$ cat src/rtl/intr_ctrl.sv
// intr_ctrl - interrupt front end for the single-cycle cpu.
//
// Purpose:
//   Two asynchronous request pins are synchronized. Their rising edges are
//   latched as pending requests. Source 2 can also be fed by an optional
//   periodic timer. Pending requests are delivered to the cpu as one-cycle
//   pulses with fixed priority, where source 1 wins. After each pulse the
//   controller waits HOLDOFF cycles before it can issue the next one.
//
// Parameters:
//   HOLDOFF       idle cycles forced after each pulse (1..255)
//   TIMER_PERIOD  timer period for source 2 in cycles; 0 disables (0..65535)
//
// Ports:
//   clk       in   system clock, rising edge
//   reset     in   synchronous active-high reset, clears all state
//   irq_ext1  in   asynchronous request, source 1
//   irq_ext2  in   asynchronous request, source 2
//   en1       in   enable for source 1 (edges dropped when low)
//   en2       in   enable for source 2 (edges dropped, timer frozen when low)
//   intr1     out  registered one-cycle pulse to cpu.intr1
//   intr2     out  registered one-cycle pulse to cpu.intr2
//   pend      out  pending flags, bit 0 = source 1, bit 1 = source 2
//   ovf       out  sticky overrun flags, same mapping, cleared by reset only
//   busy      out  high during the HOLDOFF cycles that follow a pulse
module intr_ctrl #(
  parameter int HOLDOFF      = 8,
  parameter int TIMER_PERIOD = 0
) (
  input  logic       clk,
  input  logic       reset,
  input  logic       irq_ext1,
  input  logic       irq_ext2,
  input  logic       en1,
  input  logic       en2,
  output logic       intr1,
  output logic       intr2,
  output logic [1:0] pend,
  output logic [1:0] ovf,
  output logic       busy
);

  typedef enum logic {S_IDLE, S_HOLD} state_t;

  localparam logic [7:0] HOLD_INIT = 8'(HOLDOFF);

  // Synchronizer chain: s1/s2 resolve metastability, s3 is the edge delay.
  logic [1:0] r_s1;
  logic [1:0] r_s2;
  logic [1:0] r_s3;
  logic [1:0] w_irq;
  logic [1:0] w_edge;
  logic       w_tick;
  logic [1:0] w_set;
  logic [1:0] w_clr;

  state_t     r_state;
  logic [7:0] r_hold;
  logic [1:0] r_pend;
  logic [1:0] r_ovf;
  logic       r_intr1;
  logic       r_intr2;
  logic       r_busy;

  assign w_irq = {irq_ext2, irq_ext1};

  always_ff @(posedge clk) begin
    if (reset) begin
      r_s1 <= 2'b00;
      r_s2 <= 2'b00;
      r_s3 <= 2'b00;
    end else begin
      r_s1 <= w_irq;
      r_s2 <= r_s1;
      r_s3 <= r_s2;
    end
  end

  assign w_edge = r_s2 & ~r_s3;

  // Optional periodic tick on source 2. The counter runs 0..TIMER_PERIOD-1.
  // It freezes while en2 is low, so a disabled window delays later ticks
  // instead of dropping them.
  generate
    if (TIMER_PERIOD > 0) begin : g_timer
      localparam logic [15:0] TCNT_LAST = 16'(TIMER_PERIOD - 1);
      logic [15:0] r_tcnt;

      always_ff @(posedge clk) begin
        if (reset) begin
          r_tcnt <= 16'd0;
        end else if (en2) begin
          r_tcnt <= (r_tcnt == TCNT_LAST) ? 16'd0 : r_tcnt + 16'd1;
        end
      end

      assign w_tick = en2 && (r_tcnt == TCNT_LAST);
    end else begin : g_no_timer
      assign w_tick = 1'b0;
    end
  endgenerate

  assign w_set = {w_edge[1] | w_tick, w_edge[0]} & {en2, en1};

  // Source chosen for service this cycle. It is only non-zero in IDLE, and
  // source 1 has priority.
  always_comb begin
    w_clr = 2'b00;
    if (r_state == S_IDLE) begin
      if (r_pend[0]) begin
        w_clr = 2'b01;
      end else if (r_pend[1]) begin
        w_clr = 2'b10;
      end
    end
  end

  always_ff @(posedge clk) begin
    if (reset) begin
      r_state <= S_IDLE;
      r_hold  <= 8'd0;
      r_pend  <= 2'b00;
      r_ovf   <= 2'b00;
      r_intr1 <= 1'b0;
      r_intr2 <= 1'b0;
      r_busy  <= 1'b0;
    end else begin
      // If a new edge arrives on the cycle its bit is serviced, the new edge
      // wins. That case is a fresh request, not an overrun.
      r_pend  <= w_set | (r_pend & ~w_clr);
      r_ovf   <= r_ovf | (w_set & r_pend & ~w_clr);
      r_intr1 <= w_clr[0];
      r_intr2 <= w_clr[1];
      // busy lags the state by one cycle. It therefore covers the HOLDOFF
      // cycles after the pulse and is low during the pulse itself.
      r_busy  <= (r_state == S_HOLD);
      case (r_state)
        S_IDLE: begin
          if (r_pend != 2'b00) begin
            r_hold  <= HOLD_INIT;
            r_state <= S_HOLD;
          end
        end
        S_HOLD: begin
          if (r_hold == 8'd1) begin
            r_state <= S_IDLE;
          end else begin
            r_hold <= r_hold - 8'd1;
          end
        end
        default: r_state <= S_IDLE;
      endcase
    end
  end

  assign intr1 = r_intr1;
  assign intr2 = r_intr2;
  assign pend  = r_pend;
  assign ovf   = r_ovf;
  assign busy  = r_busy;

endmodule

$ cat config.mk
export PLATFORM = sky130hd
export DESIGN_NAME = intr_ctrl
export DESIGN_NICKNAME = d
export VERILOG_FILES = /design/src/rtl/intr_ctrl.sv
export SDC_FILE = /design/constraint.sdc
export NUM_CORES = 1
export LEC_CHECK = 0
export BUFFER_PORTS_ARGS = -buffer_cell sky130_fd_sc_hd__buf_2
export CAP_MARGIN = 20
export CORE_MARGIN = 3
export CORE_UTILIZATION = 53
export DETAILED_ROUTE_END_ITERATION = 8
export PLACE_DENSITY = 0.86
export SYNTH_ARGS = -nofsm -noshare
export SYNTH_HDL_FRONTEND = slang
export SYNTH_SLANG_ARGS = --single-unit
$ cat constraint.sdc
create_clock -name clk -period 2 [get_ports clk]
set_input_delay 0.4 -clock clk [delete_from_list [all_inputs] [get_ports clk]]
set_output_delay 0.4 -clock clk [all_outputs]
set_load 0.02 [all_outputs]
## After elaboration in Yosys (flattened, before gate mapping)

Index checks and enable logic that the tools add are counted.

- Flip-flop bits (word level): 22
- Input bits: 6
- Output and inout bits: 7
- Logic and storage cells: 35

- Add/sub/neg operators: 1
- Equal/unequal tests: 3
- Mux-type cells: 9
- Bitwise gates (word level): 10
- Reduce and logical (&&, ||, !) cells: 2

Operators with widths:

| cell | count |
|---|---|
| 8-bit two-way mux | 2 |
| 8-bit case mux with 2 select lines | 1 |
| 2-bit AND | 5 |
| 8-bit by 1-bit == test with 1-bit output, second input constant | 1 |
| 8-bit by 1-bit subtractor with 8-bit output, second input constant | 1 |
| 2-bit two-way mux | 3 |
| 2-bit inverter | 2 |
| 2-bit OR | 2 |
| 1-bit two-way mux | 2 |
| 2-bit by 1-bit != test with 1-bit output, second input constant | 1 |
| 2-bit != test, second input constant | 1 |
| 1-bit case mux with 2 select lines | 1 |
| 2-bit AND reduction | 1 |
| 2-bit nonzero test | 1 |
| 1-bit inverter | 1 |

## Depth between registers and ports, before layout

- Depth after elaboration: 6
- Depth in mapped cells: 6
- Gate-level depth less buffers: 6

## Worst setup path after synthesis

Ideal clock, no wire load.

- Path type: register to register
- From: register r_hold[1]
- To: register r_hold[7]
- Setup time: 70 ps
- Arrival: 1540 ps
- Required time: 1930 ps
- Slack: 390 ps
- Cell stages (with the launch flop): 7
- Buffers on the path: 0
- Clock period less this slack: 1610 ps
- Cell sequence: dfxtp_1 inv_1 ha_1 nor4bb_1 a21o_4 or4_1 a21oi_1

- Word-level cells in the longest chain between the ends: 3
- Elaborated cells on any way between the ends: 6
- Classes of those cells: add/sub (1); eq/ne (2); mux (2); reduce/logical (1)

RTL lines:

| what | RTL line | text |
|---|---|---|
| start: declaration | 58 | `logic [7:0] r_hold;` |
| start signal: assignment | 148 | `r_hold <= r_hold - 8'd1;` |
| 8-bit by 1-bit subtractor with 8-bit output / 8-bit by 1-bit == test with 1-bit output (equally long branches) | 148, 145 |  |
| 8-bit two-way mux / 2-bit != test (equally long branches) | n/a |  |
| 8-bit case mux with 2 select lines / 2-bit AND reduction (equally long branches) | n/a |  |

Parallel ways exist; a longest one is shown, timed or not. The select of a mux whose other input is x is not followed.
A chain may end at the register's enable or synchronous reset.

## Final worst setup path

Ends and elaborated chain as after synthesis.

==> results.py <==
metrics = {
    "run_status": {
        "status": "completed",
    },
    "worst_setup_path": {
        "end_kind": "flop",
        "path_class": "flop to flop",
        "cp.required_ns": 2.24,
        "arrival_ns": 1.98,
        "worstPathMaxFanout": 10,
        "crit_path_start_kind": "flop",
    },
    "timing": {
        "setup_viol": 0,
        "rsz0062_at_grt": "false",
        "post-route-min-period_ns": 1.738,
        "tightestPinTransition_ns": 0.4240,
        "maxSlewHeadroom": 0.7134,
        "layout_setup_ws_ns": 0.2624,
        "fin_skew_ns": 0.0009224,
        "finalCritPeriodShare": 0.8688,
        "drv_slew": 0,
        "tns_ns": 0,
        "fmax_ghz": 0.5755,
        "hold_violations": 0,
    },
    "floorplan": {
        "start_util": 0.5731,
        "rows": 14,
        "die_x_um": 46.60,
        "die_area_um2": 2171,
        "die_h_um": 46.60,
        "core_um2": 1524,
        "boundaryPins": 13,
    },
    "placement": {
        "pre_cts_ws_ns": 0.3038,
        "dpl_cell_area_um2": 942.2,
        "port_buffers": 12,
        "hpwlAfterDp_um": 1123,
        "routabilityCongestion": 0.8426,
    },
    "clock_tree": {
        "cts_inserted_buffers": 3,
        "ctsHoldBuffers": 0,
        "clk_latency_ns": 0.30,
        "cts_tree": "done",
        "clkTransAtPathRegs_ns": 0.11,
        "cts_buffer_depth": 2,
        "cts.sinks": 22,
        "clock-root-buffer": "clkbuf_4",
        "post_cts_buffers": 0,
        "htreeDepth": 1,
        "post_cts_resized": 0,
    },
    "global_routing": {
        "grt_pass1_wl_um": 2601,
        "grt_pass1_vias": 609,
        "antenna_found_initial": 0,
        "track_usage": 0.1705,
        "grt_max_degree": 19,
        "grt_overflow": 0,
    },
    "yosys": {
        "synth_warnings": 0,
        "synth_cell_types": 32,
        "synth_area_um2": 873.3,
        "synthCells": 89,
        "yosysSeqAreaShare": 0.5043,
        "avgSynthCellArea_um2": 9.813,
        "synth_seq_cells": 22,
        "syn_nets": 97,
    },
    "cells_and_area": {
        "fin_nets": 112,
        "n_antenna_cell": 0,
        "regArea_um2": 440.4,
        "multi_input_area_um2": 410.4,
        "final_area_um2": 978.4,
        "area_delta_synth_final_pct": 12.03,
        "fillCellCount": 122,
        "drive_above_1_share": 0.2621,
    },
    "routing": {
        "totalWireLength_um": 1500,
        "drt_pass1_iterations": 5,
        "vias_per_cell": 5.370,
        "vias": 639,
        "ant_nets": 0,
        "routedWlPerCell_um": 12.61,
        "drtIter0Drc": 7,
        "drcViolationCount": 0,
    },
    "power": {
        "vdd_drop_max_uv": 534.2,
        "switching_share": 0.2465,
        "p_leak_nw": 0.3957,
        "power.total_mw": 0.8244,
        "power_frac_clock": 0.288,
        "powerDensity_nw_per_um2": 842.5,
        "cellInternalPower_mw": 0.6212,
        "power_frac_comb": 0.129,
        "seq_power_share": 0.583,
        "p_switching_mw": 0.2032,
    },
    "job": {
        "drv_cap": 0,
    },
    "hold_path": {
        "min_path_type": "primary input to flop",
    },
}
## Yosys cell counts, drive strengths merged
master  instances  area (um^2)
dfxtp          22        440.4
a21oi           8        40.04
nor2b           7        43.79
nor2            6        22.52
o21ai           6        30.02
or3             4        28.78
inv             3        11.26
nand2           3        11.26
nor3            3        15.01
ha              2        25.02
nand2b          2        12.51
nand3b          2        15.01
o21ba           2        20.02
or2             2        12.51
or4             2        15.01
a211oi          1        7.510
a21o            1        15.01
buf             1        7.510
clkbuf          1        3.750
mux2            1        11.26
nand3           1        5.000
nor3b           1        7.510
nor4            1        12.51
nor4b           1        8.760
nor4bb          1        10.01
o211ai          1        7.510
o31ai           1        7.510
or3b            1        8.760
xnor2           1        8.760
xor2            1        8.760
## path summary, 6_finish.rpt
| check | start | to | slack [ns] | cells after the start |
|---|---|---|---|---|
| setup / recovery | r_hold[1] | r_hold[7] | 0.26 | 6 |
| hold / removal | irq_ext2 | r_s1[1] | 0.31 | 2 |
| setup reg to reg | r_hold[1] | r_hold[7] | 0.26 | 6 |
| hold reg to reg | r_s1[0] | r_s2[0] | 0.46 | 1 |
## layout make-up
type / count / area share
sequential: 22 / 0.4501
multi-input combinational: 62 / 0.4194
timing repair buffer: 12 / 0.06138
clock buffer: 4 / 0.03708
inverter: 3 / 0.01151
tap: 16 / 0.02046
## metal layers
layer | up-vias | GRT usage | wire length, um
met5 | - | 0 | 0
met4 | 0 | 0.05114 | 13
met3 | 2 | 0.05859 | 62
met2 | 14 | 0.2665 | 706
met1 | 282 | 0.2193 | 717
li1 | 341 | - | -
## worst max-delay path: stages (launching register included)
cell,delay (ns)
dfxtp_1,0.37
inv_1,0.08
ha_1,0.19
nor4bb_1,0.15
a21o_4,0.25
or4_1,0.49
a21oi_1,0.15
## power by group through the flow
stage / combinational, mW / clock (mW) / sequential [mW]
floorplan: 0.0838 / 0 / 0.485
global placement: 0.101 / 0 / 0.489
detailed placement: 0.107 / 0 / 0.490
CTS: 0.107 / 0.242 / 0.480
global route: 0.121 / 0.261 / 0.485
finish: 0.106 / 0.238 / 0.480
## layout by cell type, fill, tap and decap left out
| cell type | n |
|---|---|
| nand3b_1 | 2 |
| xor2_1 | 1 |
| or3_2 | 3 |
| nand2b_1 | 2 |
| clkbuf_8 | 1 |
| a211oi_1 | 1 |
| a21o_4 | 1 |
| o21ba_2 | 2 |
| dfxtp_1 | 22 |
| nand3_1 | 1 |
| o21ai_0 | 5 |
| nor4b_1 | 1 |
| ha_1 | 2 |
| o31ai_1 | 1 |
| inv_1 | 3 |
| o211ai_1 | 1 |
| buf_2 | 12 |
| o21ai_1 | 1 |
| nand2_1 | 3 |
| a21oi_1 | 8 |
| nor4_2 | 1 |
| nor2_1 | 6 |
| or3_1 | 1 |
| nor2b_1 | 7 |
| or2_2 | 2 |
| xnor2_1 | 1 |
| or4_1 | 2 |
| nor3_1 | 3 |
| nor3b_1 | 1 |
| clkbuf_4 | 3 |
| mux2_2 | 1 |
| nor4bb_1 | 1 |
| or3b_2 | 1 |
## flip-flops by register name, indices dropped and copies added, names as in the netlist
signal,count
r_hold,8
ovf,2
pend,2
r_s1,2
r_s2,2
r_s3,2
busy,1
intr1,1
intr2,1
r_state,1
## cells by family (layout without fill, tap and decap cells)
logic type                 Yosys count  after routing  synth area share
AOI/OAI and AO/OA                   20             20            0.1461
xor gates and xnor gates             2              2           0.02006
adders and majority gates            2              2           0.02865
buffers and inverters                5             19           0.02579
DFF                                 22             22            0.5043
muxes                                1              1           0.01289
and+or+nand+nor                     37             37            0.2622
## per-stage QoR
stage               hold slack, ns  instances    util
finish                      0.3094        119  0.6420
global route                0.3161        119  0.6420
floorplan                   0.4138         89       -
global placement            0.4208        115  0.6182
detailed placement          0.4392        115  0.6182
CTS                         0.3096        119  0.6420
Note: power is estimated with default switching activity, not from simulation.
